[src/rtl/fixed_point_pkg.sv]
// Shared sign-magnitude fixed-point definitions.
// Used by the FFT adder, subtractor and butterfly.
package fixed_point_pkg;

    localparam int FP_WIDTH = 16;
    localparam int FP_MAG_W = FP_WIDTH - 1;

    typedef struct packed {
        logic                sign;
        logic [FP_MAG_W-1:0] mag;
    } fp_t;

    localparam fp_t FP_ZERO = '{sign: 1'b0, mag: '0};

endpackage

[src/rtl/fixed_point_sub_pipe_if.sv]
// Valid/ready operand and result bundle for the
// pipelined sign-magnitude subtractor.
interface fixed_point_sub_pipe_if
    import fixed_point_pkg::*;
#(
    parameter int WIDTH = FP_WIDTH
) ();
    logic             in_valid;
    logic             in_ready;
    logic [WIDTH-1:0] a;
    logic [WIDTH-1:0] b;
    logic             out_valid;
    logic             out_ready;
    logic [WIDTH-1:0] c;
    logic             overflow;

    modport master (
        output in_valid, a, b, out_ready,
        input  in_ready, out_valid, c, overflow
    );

    modport slave (
        input  in_valid, a, b, out_ready,
        output in_ready, out_valid, c, overflow
    );
endinterface

[src/rtl/fixed_point_sub_pipe_sm_mag_core.sv]
// Combinational sign-magnitude add/subtract core.
// Operand signs arrive already adjusted for the operation.
module sm_mag_core #(
    parameter int MAG_W = 15
) (
    input  logic             sa_i,
    input  logic             sb_i,
    input  logic [MAG_W-1:0] ma_i,
    input  logic [MAG_W-1:0] mb_i,
    input  logic             same_i,
    input  logic             agtb_i,
    output logic [MAG_W:0]   word_o,
    output logic             carry_o
);
    logic [MAG_W:0]   sum;
    logic [MAG_W-1:0] mag;
    logic             sign;

    // Pick add or magnitude subtract, then force +0 for a zero result.
    always_comb begin
        sum     = {1'b0, ma_i} + {1'b0, mb_i};
        mag     = '0;
        sign    = 1'b0;
        carry_o = 1'b0;
        if (same_i) begin
            mag     = sum[MAG_W-1:0];
            carry_o = sum[MAG_W];
            sign    = sa_i;
        end else if (agtb_i) begin
            mag  = ma_i - mb_i;
            sign = sa_i;
        end else begin
            mag  = mb_i - ma_i;
            sign = sb_i;
        end
        if (mag == '0) begin
            sign = 1'b0;
        end
        word_o = {sign, mag};
    end
endmodule

[src/rtl/fixed_point_sub_pipe.sv]
// Two-stage pipelined sign-magnitude subtractor c = a - b.
// Feeds the difference leg of the radix-2 butterfly.
module fixed_point_sub_pipe
    import fixed_point_pkg::*;
#(
    parameter int WIDTH = FP_WIDTH
) (
    input logic                   clk,
    input logic                   rst,
    fixed_point_sub_pipe_if.slave bus
);
    localparam int MAG_W = WIDTH - 1;

    logic             s1_valid_q, s1_valid_d;
    logic             sa_q, sb_q;
    logic [MAG_W-1:0] ma_q, mb_q;
    logic             same_q, agtb_q;

    logic             s2_valid_q, s2_valid_d;
    logic [WIDTH-1:0] c_q;
    logic             ovf_q;

    logic             s2_load;
    logic             in_fire;
    logic             sa_d, sb_d;
    logic [MAG_W-1:0] ma_d, mb_d;
    logic [WIDTH-1:0] word;
    logic             carry;

    // Handshake and stage-advance control.
    always_comb begin
        s2_load     = s1_valid_q && (!s2_valid_q || bus.out_ready);
        bus.in_ready = !s1_valid_q || s2_load;
        in_fire     = bus.in_valid && bus.in_ready;
        s1_valid_d  = in_fire ? 1'b1 : (s2_load ? 1'b0 : s1_valid_q);
        s2_valid_d  = s2_load ? 1'b1 : (bus.out_ready ? 1'b0 : s2_valid_q);
        sa_d        = bus.a[WIDTH-1];
        sb_d        = ~bus.b[WIDTH-1];
        ma_d        = bus.a[MAG_W-1:0];
        mb_d        = bus.b[MAG_W-1:0];
    end

    // Stage 1: split operands, negate subtrahend sign, pre-compare.
    always_ff @(posedge clk or posedge rst) begin
        if (rst) begin
            s1_valid_q <= 1'b0;
            sa_q       <= 1'b0;
            sb_q       <= 1'b0;
            ma_q       <= '0;
            mb_q       <= '0;
            same_q     <= 1'b0;
            agtb_q     <= 1'b0;
        end else begin
            s1_valid_q <= s1_valid_d;
            if (in_fire) begin
                sa_q   <= sa_d;
                sb_q   <= sb_d;
                ma_q   <= ma_d;
                mb_q   <= mb_d;
                same_q <= (sa_d == sb_d);
                agtb_q <= (ma_d > mb_d);
            end
        end
    end

    sm_mag_core #(
        .MAG_W (MAG_W)
    ) u_core (
        .sa_i    (sa_q),
        .sb_i    (sb_q),
        .ma_i    (ma_q),
        .mb_i    (mb_q),
        .same_i  (same_q),
        .agtb_i  (agtb_q),
        .word_o  (word),
        .carry_o (carry)
    );

    // Stage 2: register the result; hold it while stalled.
    always_ff @(posedge clk or posedge rst) begin
        if (rst) begin
            s2_valid_q <= 1'b0;
            c_q        <= '0;
            ovf_q      <= 1'b0;
        end else begin
            s2_valid_q <= s2_valid_d;
            if (s2_load) begin
                c_q   <= word;
                ovf_q <= carry;
            end
        end
    end

    assign bus.out_valid = s2_valid_q;
    assign bus.c         = c_q;
    assign bus.overflow  = ovf_q;
endmodule

[src/flat_wrapper.sv]
// flat-port wrapper written by rule: the top's interface ports become plain ports
module fixed_point_sub_pipe_flat import fixed_point_pkg::*;
#(
    parameter int WIDTH = FP_WIDTH
)
  (clk, rst, bus_in_valid, bus_a, bus_b, bus_out_ready, bus_in_ready, bus_out_valid, bus_c, bus_overflow);
  fixed_point_sub_pipe_if #(.WIDTH(WIDTH)) bus_i ();
  input logic clk;
  input logic rst;
  input wire logic [$bits(bus_i.in_valid)-1:0] bus_in_valid;
  input wire logic [$bits(bus_i.a)-1:0] bus_a;
  input wire logic [$bits(bus_i.b)-1:0] bus_b;
  input wire logic [$bits(bus_i.out_ready)-1:0] bus_out_ready;
  output wire logic [$bits(bus_i.in_ready)-1:0] bus_in_ready;
  output wire logic [$bits(bus_i.out_valid)-1:0] bus_out_valid;
  output wire logic [$bits(bus_i.c)-1:0] bus_c;
  output wire logic [$bits(bus_i.overflow)-1:0] bus_overflow;
  assign bus_i.in_valid = bus_in_valid;
  assign bus_i.a = bus_a;
  assign bus_i.b = bus_b;
  assign bus_i.out_ready = bus_out_ready;
  assign bus_in_ready = bus_i.in_ready;
  assign bus_out_valid = bus_i.out_valid;
  assign bus_c = bus_i.c;
  assign bus_overflow = bus_i.overflow;
  fixed_point_sub_pipe #(.WIDTH(WIDTH)) u_core (.clk(clk), .rst(rst), .bus(bus_i));
endmodule
[config.mk]
export PLATFORM = sky130hd
export DESIGN_NAME = fixed_point_sub_pipe_flat
export DESIGN_NICKNAME = d
export VERILOG_FILES = /design/src/rtl/fixed_point_pkg.sv /design/src/rtl/fixed_point_sub_pipe_if.sv /design/src/rtl/fixed_point_sub_pipe_sm_mag_core.sv /design/src/rtl/fixed_point_sub_pipe.sv /design/src/flat_wrapper.sv
export SDC_FILE = /design/constraint.sdc
export NUM_CORES = 1
export LEC_CHECK = 0
export ABC_CLOCK_PERIOD_IN_PS = 4260
export BUFFER_PORTS_ARGS = -buffer_cell sky130_fd_sc_hd__buf_2
export CAP_MARGIN = 0
export CORE_ASPECT_RATIO = 2
export CORE_MARGIN = 3
export CORE_UTILIZATION = 59
export DETAILED_ROUTE_END_ITERATION = 10
export GPL_TIMING_DRIVEN = 0
export PLACE_DENSITY = 0.83
export SKIP_LAST_GASP = 1
export SYNTH_ARGS = -nofsm -noshare
export SYNTH_HDL_FRONTEND = slang
export SYNTH_HIERARCHICAL = 1
export SYNTH_SLANG_ARGS = --single-unit
[constraint.sdc]
create_clock -name clk -period 4.26 [get_ports clk]
set_clock_uncertainty 0.1 [all_clocks]
set_input_delay 0.426 -clock clk [delete_from_list [all_inputs] [get_ports clk]]
set_output_delay 0.426 -clock clk [all_outputs]
set_load 0.01 [all_outputs]
==> results of run 1 <==
-- worst max-delay path, stage by stage, from the launching register on --
cell     delay [ns]
dfrtp_1        0.42
inv_1          0.07
ha_1           0.16
inv_1          0.06
fa_1           0.41
a21oi_1        0.19
o22ai_1        0.11
o22ai_1        0.40
mux2i_1        0.17
xnor2_1        0.19
nor4b_2        0.41
or4b_1         0.48
nor4b_2        0.23
a21oi_1        0.10
buf_4          0.14
mux2_2         0.25
-- cell families (layout without fill, tap and decap cells) --
logic type | Yosys count | after routing | synth area share
buffers and inverters | 81 | 142 | 0.0783
XOR/XNOR | 13 | 13 | 0.0257
flip-flops | 53 | 53 | 0.300
multiplexers | 40 | 40 | 0.101
AND/OR/NAND/NOR | 118 | 118 | 0.143
AO/OA/AOI/OAI | 130 | 130 | 0.176
adder cells (fa/ha/maj) | 61 | 61 | 0.178
-- state kept, by name, summed over array words and instances, names as in the netlist --
signal and flops:
u_core/ma_q 15, u_core/bus.c 16, u_core/mb_q 15, u_core/s1_valid_q 1
u_core/agtb_q 1, u_core/sa_q 1, u_core/bus.overflow 1, u_core/bus.out_valid 1
u_core/sb_q 1, u_core/same_q 1
-- layout make-up --
cell class                      instances  area share
Clock inverter                          2     0.00777
Inverter                               57      0.0429
Buffer                                 23      0.0258
Clock buffer                            5      0.0251
Timing Repair Buffer                   55      0.0581
Sequential cell                        53       0.266
Multi-Input combinational cell        362       0.552
Tap cell                               92      0.0231
-- routing by layer --
layer  part of all wire  up-vias  global-route usage
met3              0.041       38              0.0306
met2               0.56      138               0.530
met1               0.36     1873               0.296
li1                   -     1843                   -
met5                  0        -                   0
met4              0.039        0               0.138
-- cell usage in the layout, fill, tap and decap left out, types with 4 or more instances in the layout --
cell       Yosys  final
nor2b_1        7      7
ha_1          58     58
a211oi_1       6      6
nor2_1        23     23
clkbuf_16      0      5
xor2_1         6      6
nand2_1       35     35
nor3_1        10     10
xnor2_1        7      7
inv_1         57     56
clkbuf_1      13     12
o211ai_1       4      4
a21oi_1       44     44
mux2i_1        4      4
nand4_1        6      6
nand2b_1       7      7
o21ai_0       44     44
buf_6          4      4
buf_2          4     58
nand3_1        5      5
mux2_2        35     35
dfrtp_1       53     53
-- worst min-delay path by stage --
stage / endpoint / cells past startpoint / slack, ns
floorplan: u_core/same_q / 2 / 0.35
global placement: u_core/same_q / 2 / 0.36
detailed placement: u_core/ma_q[1] / 2 / 0.38
CTS: u_core/ma_q[1] / 2 / 0.07
global route: u_core/mb_q[0] / 2 / 0.09
finish: u_core/mb_q[0] / 2 / 0.05
-- through the flow --
stage / utilization / worst slack [ns]
after floorplan: - / 0.765
after global placement: 0.662 / 0.305
after detailed placement: 0.665 / 0.325
after CTS: 0.688 / 0.303
after global routing: 0.687 / 0.0406
final: 0.687 / 0.262
-- where the power goes --
group	internal [mW]	switching (mW)	leakage, nW	total [mW]
clock network	0.277	0.190	0.0803	0.466
registers	0.628	0.0868	0.629	0.715
logic	0.481	0.653	1.69	1.13
==> impl_results.md, run 1 <==
* Tcrit/Tclk final at 0.939
* Core area at 0.00727 mm²
* CP endpoint: u_core/bus.c[15]
* Vias in the first global route at 4009
* Total setup buffers inserted after CTS at 0
* Ratio of cells with drive above 1 in the final layout at 0.217
* Pin count of the biggest net entering global routing at 34
* Site Rows at 44
* Asr flop ratio synth at 1.00
* H-Tree Depth at 2
* HP Class: in2async
* Antenna-violating nets left at 0
* Sequential cell area at 0.00133 mm²
* Reg2reg end: u_core/bus.c[15]
* Clk slew on worst S/H paths at 0.07 ns
* Port-buffer cells at 54
* Synth Register Bits at 53
* Pwr dens at 464 mW/mm²
* Worst slew pin tran at 0.596 ns
* Critical register-to-register path startpoint: u_core/ma_q[0]
* Total gr overflow at 0
* Initial Util at 0.609
* Top-count cell post-synth: ha_1
* Cell accounting for the most synthesized area: dfrtp_1
* Initial DRT Pass Iterations at 5
* Outcome: complete, no violations
* Placer Congestion at 0.890
* Syn_nets at 593
* Max Freq at 250 MHz
* Fill cells at 616
* Slew HR at 0.599
* Syn Inst Count at 496
* Critical path capture point type: register
* Clk sinks at 53
* DP HPWL at 9340 µm
* Final wirelength at 11400 µm
* Die area at 0.00864 mm²
* Leak pwr at 2.40 nW
* Critical Path AT at 4.08 ns
* Ranking of synthesized cells by area: dfrtp_1 (30%), ha_1 (16%), mux2_2 (8.9%), a21oi_1 (5.0%), o21ai_0 (5.0%)
* Critical Path Start Type: register
* Final #Nets at 654
* Share of the synthesized area in the top cell type at 0.300
* Post-route cell area at 0.00499 mm²
* Most frequent cells after synthesis: ha_1 (58), inv_1 (57), dfrtp_1 (53), a21oi_1 (44), o21ai_0 (44)
* Drt via density at 6.00
* Max-slew violation count at 0
* Iteration-0 DRC count of the detailed router at 309
* Post-CTS sizing at 0
* DP Cell Count at 643
* DRC at 0
* Yosys warning count at 6
* Synth Flop Type: dfrtp_1
* Worst Path Max Fanout at 4
* Max-Cap Viols at 0
* Finished Layout Cells at 649
* Area of the multi-input gates at 0.00275 mm²
* Sequential element share of the synthesized area at 0.300
* Netlist cell types at 61
* EDFF count, synth at 0
* Worst R2R Path Depth at 15
* RSZ-0062 raised after global routing: no
* GRT Util Overall at 0.282
* Area growth syn-to-layout at 12.8%
* Fin Hold WS at 0.0545 ns
* Die height at 129 µm
* CTS buffer count at 5
* CP startpoint: u_core/ma_q[0]
* Peak VDD IR at 0.000324 V
* I/O pin cnt at 55
* Post-Syn Area per Cell at 8.92 µm²
* Clock Path Buffers at 2
* DP Area at 0.00483 mm²
* Internal reg-to-reg setup slack at 0.26 ns
* Synth Cell Area at 0.00443 mm²
* Die Wd at 67.3 µm
* Initial antenna violation count at 0
* Crit path time final at 4.00 ns
* Clk_lat worst skew at 0.29 ns
* Via Count at 3892
* Post-Route Setup TNS at 0 ns
* CTS hold repair buffers at 0
* First-pass GRT wire length at 18500 µm
* Antenna Cells at 0
* Kind of critical path: reg2reg
* Root Buffer Master: clkbuf_16
* Avg WL per Cell at 17.6 µm
* Final setup fails at 0
* Fin. Hold Viols at 0
* Tot Pwr at 2.31 mW
* Required time worst endpoint at 4.34 ns
* CTS tree: done
No activity file was read; power rests on OpenSTA's default activity.
==> run 2, diff against run 1 <==
- CORE_UTILIZATION: 59 -> 40
- GPL_TIMING_DRIVEN: 0 -> not set
- PLACE_DENSITY: 0.83 -> 0.61
- SYNTH_HIERARCHICAL: 1 -> not set
==> run 2 against run 1 <==
Largest cell class unchanged; power down 2.2%; via count down 6.0%; synthesized area down 0.45%.
==> impl_results.md, run 2 <==
* Iteration-0 DRC count of the detailed router at 146 (-53%)
* Tot Pwr at 2.26 mW (-2.2%)
* Antenna Cells at 0 (unchanged)
* Cell accounting for the most synthesized area: dfrtp_1
* Post-Route Setup TNS at 0 ns (unchanged)
* Synth Register Bits at 53 (unchanged)
* Max Freq at 317 MHz (+27%)
* H-Tree Depth at 2 (unchanged)
* HP Class: in2async
* DP HPWL at 8810 µm (-5.7%)
* Final setup fails at 0 (unchanged)
* Initial Util at 0.415 (-0.194)
* Comb power frac at 0.470 (-0.020)
* Avg WL per Cell at 16.0 µm (-9.0%)
* Clk_lat worst skew at 0.30 ns (about the same)
* CP Cell Sequence: inv_1, ha_1, inv_1, fa_1, a21o_1, a2111oi_0, nor3_1, xnor2_1, nand4_1, a2111oi_2, nand4_1, nor4_2, a31oi_1
* Crit path time final at 3.16 ns (-0.843 ns)
* RSZ-0062 raised after global routing: no
* Setup slack after layout at 1.10 ns (+0.843 ns)
* Peak VDD IR at 0.000220 V (-32%)
* Worst Path Max Fanout at 4 (unchanged)
* EDFF count, synth at 0 (unchanged)
* First-pass GRT wire length at 18300 µm (-0.93%)
* Port-buffer cells at 54 (unchanged)
* Final wirelength at 10900 µm (-4.7%)
* GRT Util Overall at 0.187 (-0.0946)
* Slew HR at 0.417 (-0.182)
* Pwr dens at 460 mW/mm² (-0.78%)
* Critical Path Start Type: register
* Core area at 0.0106 mm² (+46%)
* Commonest non-fill, non-tap cell in the layout: ha_1
* Syn Inst Count at 500 (+0.81%)
* Final #Nets at 639 (-2.3%)
* Root Buffer Master: clkbuf_16
* Most frequent cells after synthesis: ha_1 (58), inv_1 (57), dfrtp_1 (53), nand2_1 (51), o21ai_0 (41)
* Required time worst endpoint at 4.33 ns (about the same)
* Worst slew pin tran at 0.873 ns (+0.277 ns)
* Clock Path Buffers at 2 (unchanged)
* Finished Layout Cells at 680 (+4.8%)
* CTS buffer count at 5 (unchanged)
* Fin Hold WS at 0.200 ns (+0.145 ns)
* Critical path's slowest cell: dfrtp_1
* Critical Path AT at 3.23 ns (-0.85 ns)
* Max reg flops at 16 (unchanged)
* Initial DRT Pass Iterations at 4 (-1)
* Synth Cell Area at 0.00441 mm² (-0.45%)
* DP Area at 0.00475 mm² (-1.7%)
* Initial antenna violation count at 0 (unchanged)
* Critical path capture point type: register
* Net Switching at 0.918 mW (-1.1%)
* Top-count cell post-synth: ha_1
* Max-Cap Viols at 0 (unchanged)
* Die Wd at 80.2 µm (+19%)
* Largest stage delay on the critical path at 0.41 ns (-0.07 ns)
* Yosys warning count at 0 (-6)
* Placer Congestion at 0.944 (+6.1%)
* Synth Flop Type: dfrtp_1
* Ratio of cells with drive above 1 in the final layout at 0.188 (-0.0294)
* Asr flop ratio synth at 1.00 (unchanged)
* DP Cell Count at 672 (+4.5%)
* Ranking of synthesized cells by area: dfrtp_1 (30%), ha_1 (16%), mux2_2 (5.4%), inv_1 (4.9%), o21ai_0 (4.7%)
* Post-CTS sizing at 0 (unchanged)
* Post-route cell area at 0.00492 mm² (-1.4%)
* CP startpoint: u_core.mb_q[0]
* Die area at 0.0124 mm² (+43%)
* I/O pin cnt at 55 (unchanged)
* Leak pwr at 2.37 nW (-1.1%)
* Critical register-to-register path startpoint: u_core.mb_q[0]
* Reg2reg end: u_core.bus.c[15]
* Syn_nets at 597 (+0.67%)
* Post-Syn Area per Cell at 8.81 µm² (-1.2%)
* Die height at 154 µm (+20%)
* CP delay by family, top: compound AO/OA/AOI/OAI gates
* Worst R2R Path Depth at 13 (-2)
* Netlist cell types at 64 (+4.9%)
* Pin count of the biggest net entering global routing at 54 (+59%)
* Via Count at 3658 (-6.0%)
* Max-slew violation count at 0 (unchanged)
* Total setup buffers inserted after CTS at 0 (unchanged)
* Drt via density at 5.38 (-10%)
* Most frequent cells in the layout: ha_1 (58), inv_1 (56), buf_2 (54)
* Sequential element share of the synthesized area at 0.301 (+0.00136)
* Tcrit/Tclk final at 0.741 (-0.198)
* CTS hold repair buffers at 0 (unchanged)
* Area growth syn-to-layout at 11.7%
* Sw frac at 0.406 (+0.00423)
* Kind of critical path: reg2reg
* Share of the synthesized area in the top cell type at 0.301 (+0.00136)
* CP endpoint: u_core.bus.c[15]
* Critical Path Stages at 13 (-2)
* DRC at 0 (unchanged)
* Clk slew on worst S/H paths at 0.07 ns (about the same)
* CTS tree: done
* Pint at 1.35 mW (-2.9%)
* Antenna-violating nets left at 0 (unchanged)
* Clock power frac at 0.213 (+0.012)
* Pre-CTS WS at 1.11 ns (+0.783 ns)
* Fill cells at 1098 (+78%)
* Site Rows at 53 (+20%)
* Vias in the first global route at 3809 (-5.0%)
* Share of power burned in registers at 0.316 (+0.007)
* Fin. Hold Viols at 0 (unchanged)
* Clk sinks at 53 (unchanged)
* Outcome: complete, no violations
* Util after Layout at 0.464 (-0.223)
* Total gr overflow at 0 (unchanged)
* Crit path buffers/inverters at 2 (-1)
* Internal reg-to-reg setup slack at 1.10 ns (+0.84 ns)
run 2: cell types whose count changed after synthesis, sizes merged, moves of 5 or more:
cell,delta
a21o,+6
a21oi,-14
mux2,-15
nand2,+14
nand2b,+5
nor3,-5
o211ai,+7
run 2: cells by family (layout without fill, tap and decap cells):
kind of cell | after synthesis | in the layout | synth area share
multiplexers | 24 | 24 | 0.0613
XOR/XNOR | 14 | 14 | 0.0278
adder cells (fa/ha/maj) | 61 | 61 | 0.178
AND/OR/NAND/NOR | 125 | 125 | 0.139
flip-flops | 53 | 53 | 0.301
buffers and inverters | 81 | 124 | 0.0786
AO/OA/AOI/OAI | 142 | 142 | 0.214
run 2: layout make-up:
class / instances / area, µm² / area share
clock buffer: 5 / 125 / 0.0254
clock inverter: 3 / 47.5 / 0.00966
inverter: 58 / 218 / 0.0442
multi-input combinational: 366 / 2730 / 0.555
sequential: 53 / 1330 / 0.269
tap: 137 / 171 / 0.0348
timing repair buffer: 58 / 300 / 0.0610
run 2: power groups by stage:
| stage | registers (mW) | clock network (mW) | logic [mW] |
|---|---|---|---|
| floorplan | 0.742 | 0 | 0.753 |
| global placement | 0.723 | 0 | 1.06 |
| detailed placement | 0.731 | 0 | 1.07 |
| CTS | 0.720 | 0.495 | 1.07 |
| global route | 0.739 | 0.517 | 1.18 |
| finish | 0.716 | 0.483 | 1.06 |
run 2: worst min path at each step:
stage	startpoint	end	slack (ns)	depth (start not counted)
2_1_floorplan	u_core.sb_q	u_core.sb_q	0.35	2
3_3_place_gp	u_core.bus.c[8]	u_core.bus.c[8]	0.36	2
3_5_place_dp	u_core.bus.c[5]	u_core.bus.c[5]	0.37	2
4_1_cts	rst	u_core.ma_q[1]	0.23	3
5_1_grt	bus_in_valid	u_core.s1_valid_q	0.25	2
6_report	rst	u_core.ma_q[1]	0.20	3
run 2: routing by layer:
metal  global-route usage  share of wire
met3               0.0262          0.039
met4               0.0822          0.041
met1                0.216           0.40
met2                0.333           0.52
met5                    0              0
run 2: worst reg2reg max path: stages (launching register included):
cell	delay, ns
dfrtp_1	0.41
inv_1	0.07
ha_1	0.15
inv_1	0.05
fa_1	0.40
a21o_1	0.20
a2111oi_0	0.40
nor3_1	0.11
xnor2_1	0.19
nand4_1	0.17
a2111oi_2	0.30
nand4_1	0.18
nor4_2	0.18
a31oi_1	0.11
==> run 3, diff against run 2 <==
- ABC_CLOCK_PERIOD_IN_PS: 4260 -> 3200
- clock period: 4.26 -> 3.2 ns (I/O delays scaled with it)
==> run 3 against run 2 <==
Critical path depth is 1 higher; combinational power is 41% higher; wire length is 1.4% higher; core utilization is 1.1 points higher; non-clock buffer count is 6 higher; flip-flop and latch count stayed put; die area stayed put; clock power is 29% higher; critical endpoint unchanged.
==> impl_results.md, run 3 (synthesis results as in run 2) <==
* Tcrit/Tclk final at 0.964 (+0.223)
* Drt via density at 5.33 (-0.89%)
* First-pass GRT wire length at 18100 µm (-0.75%)
* Max Freq at 324 MHz (+2.3%)
* Port-buffer cells at 54 (unchanged)
* Core area at 0.0106 mm² (unchanged)
* Critical register-to-register path startpoint: u_core.mb_q[0]
* CTS tree: done
* Final setup fails at 0 (unchanged)
* Critical Path Start Type: register
* Most frequent cells in the layout: inv_1 (56), ha_1 (55), buf_2 (54)
* GRT Util Overall at 0.186 (-0.000571)
* RSZ-0062 raised after global routing: yes
* Fin Hold WS at 0.147 ns (-0.0530 ns)
* Fin. Hold Viols at 0 (unchanged)
* Tot Pwr at 3.08 mW (+36%)
* DP Cell Count at 676 (+0.60%)
* Max reg flops at 16 (unchanged)
* Die area at 0.0124 mm² (unchanged)
* Ratio of cells with drive above 1 in the final layout at 0.217 (+0.0293)
* Initial Util at 0.415 (unchanged)
* Kind of critical path: reg2reg
* Slew HR at 0.267 (-0.149)
* Placer Congestion at 0.928 (-1.7%)
* Die Wd at 80.2 µm (unchanged)
* Reg2reg end: u_core.bus.c[15]
* Setup slack after layout at 0.117 ns (-0.988 ns)
* HP Class: in2reg
* Worst R2R Path Depth at 14 (+1)
* Antenna-violating nets left at 0 (unchanged)
* Pwr dens at 611 mW/mm² (+33%)
* Iteration-0 DRC count of the detailed router at 274 (+88%)
* Critical Path AT at 3.16 ns (-0.07 ns)
* Root Buffer Master: clkbuf_16
* Final #Nets at 645 (+0.94%)
* Commonest non-fill, non-tap cell in the layout: inv_1
* Site Rows at 53 (unchanged)
* Avg WL per Cell at 16.1 µm (+0.70%)
* CP Cell Sequence: inv_1, ha_1, inv_1, fa_2, a21o_1, a221oi_4, mux2i_2, buf_4, a31o_2, o211ai_1, xnor2_1, nand4_1, nor4_2, a31oi_1
* Area growth syn-to-layout at 14.3%
* CTS buffer count at 5 (unchanged)
* Worst Path Max Fanout at 4 (unchanged)
* Finished Layout Cells at 685 (+0.74%)
* Required time worst endpoint at 3.28 ns (-1.05 ns)
* I/O pin cnt at 55 (unchanged)
* Crit path time final at 3.08 ns (-0.0724 ns)
* Clk sinks at 53 (unchanged)
* Vias in the first global route at 3756 (-1.4%)
* Largest stage delay on the critical path at 0.41 ns (about the same)
* Pre-CTS WS at 0.0420 ns (-1.07 ns)
* Clk slew on worst S/H paths at 0.07 ns (about the same)
* Util after Layout at 0.475 (+0.0106)
* WHS Endpoint: u_core.s1_valid_q
* Total gr overflow at 0 (unchanged)
* Max-Cap Viols at 0 (unchanged)
* DP HPWL at 8960 µm (+1.6%)
* Critical path's slowest cell: dfrtp_1
* CTS hold repair buffers at 0 (unchanged)
* HP Start: bus_in_valid
* Internal reg-to-reg setup slack at 0.12 ns (-0.99 ns)
* Via Count at 3652 (-0.16%)
* Final wirelength at 11000 µm (+1.4%)
* DRC at 0 (unchanged)
* Worst slew pin tran at 1.10 ns (+0.225 ns)
* Antenna Cells at 0 (unchanged)
* Clock Path Buffers at 2 (unchanged)
* Fill cells at 1064 (-3.1%)
* Peak VDD IR at 0.000276 V (+25%)
* CP most frequent cell: inv_1
* Clk_lat worst skew at 0.30 ns (about the same)
* H-Tree Depth at 2 (unchanged)
* Initial antenna violation count at 0 (unchanged)
* Pin count of the biggest net entering global routing at 54 (unchanged)
* Max-slew violation count at 0 (unchanged)
* Die height at 154 µm (unchanged)
* Critical path capture point type: register
* Leak pwr at 2.40 nW (+1.0%)
* Initial DRT Pass Iterations at 5 (+1)
* Hold Path Stages at 2
* Outcome: complete, no violations
run 3: per-layer routing:
metal	track usage	vias up	wire length, µm
li1	-	1842	-
met1	0.216	1692	4360
met2	0.337	92	5870
met3	0.0221	26	404
met4	0.0766	0	404
met5	0	-	0
run 3: report_power, final:
group,switching (mW),internal [mW]
clock network,0.255,0.368
logic,0.859,0.633
registers,0.130,0.830
run 3: worst max-delay path by stage:
stage	from	end	slack, ns	depth (start not counted)
after floorplan	u_core.mb_q[0]	u_core.bus.c[15]	0.42	13
after global placement	u_core.mb_q[0]	u_core.bus.c[15]	0.11	13
after detailed placement	u_core.mb_q[0]	u_core.bus.c[15]	0.04	13
after CTS	u_core.mb_q[0]	u_core.bus.c[15]	0.03	13
after global routing	u_core.mb_q[0]	u_core.bus.c[15]	-0.08	13
final	u_core.mb_q[0]	u_core.bus.c[15]	0.12	14
run 3: final cells by class:
cell class | count | area, µm² | area share
clock buffers | 5 | 125 | 0.0249
clock inverters | 2 | 38.8 | 0.00770
inverters | 58 | 218 | 0.0432
multi-input cells | 366 | 2810 | 0.558
flip-flops and latches | 53 | 1330 | 0.264
well taps | 137 | 171 | 0.0340
repair buffers | 64 | 345 | 0.0686
run 3: timing repair:
action,4_1_cts,5_1_grt
gates resized for setup,0,16
setup buffers,0,2
setup endpoints to repair,0,1
run 3: critical path, delay by kind of cell, from the launching register on:
| kind | cells | cell delay (ns) |
|---|---|---|
| xor+xnor | 1 | 0.21 |
| mux | 1 | 0.14 |
| buf+inv | 3 | 0.29 |
| compound gates | 5 | 0.90 |
| fa+ha+maj | 2 | 0.51 |
| flops | 1 | 0.41 |
| simple gates | 2 | 0.39 |
run 3: through the flow:
stage / instance area (µm²) / setup TNS [ns]
after floorplan: 4410 / 0
after global placement: 4780 / 0
after detailed placement: 4780 / 0
after CTS: 4940 / 0
after global routing: 5030 / -0.0794
final: 5030 / 0
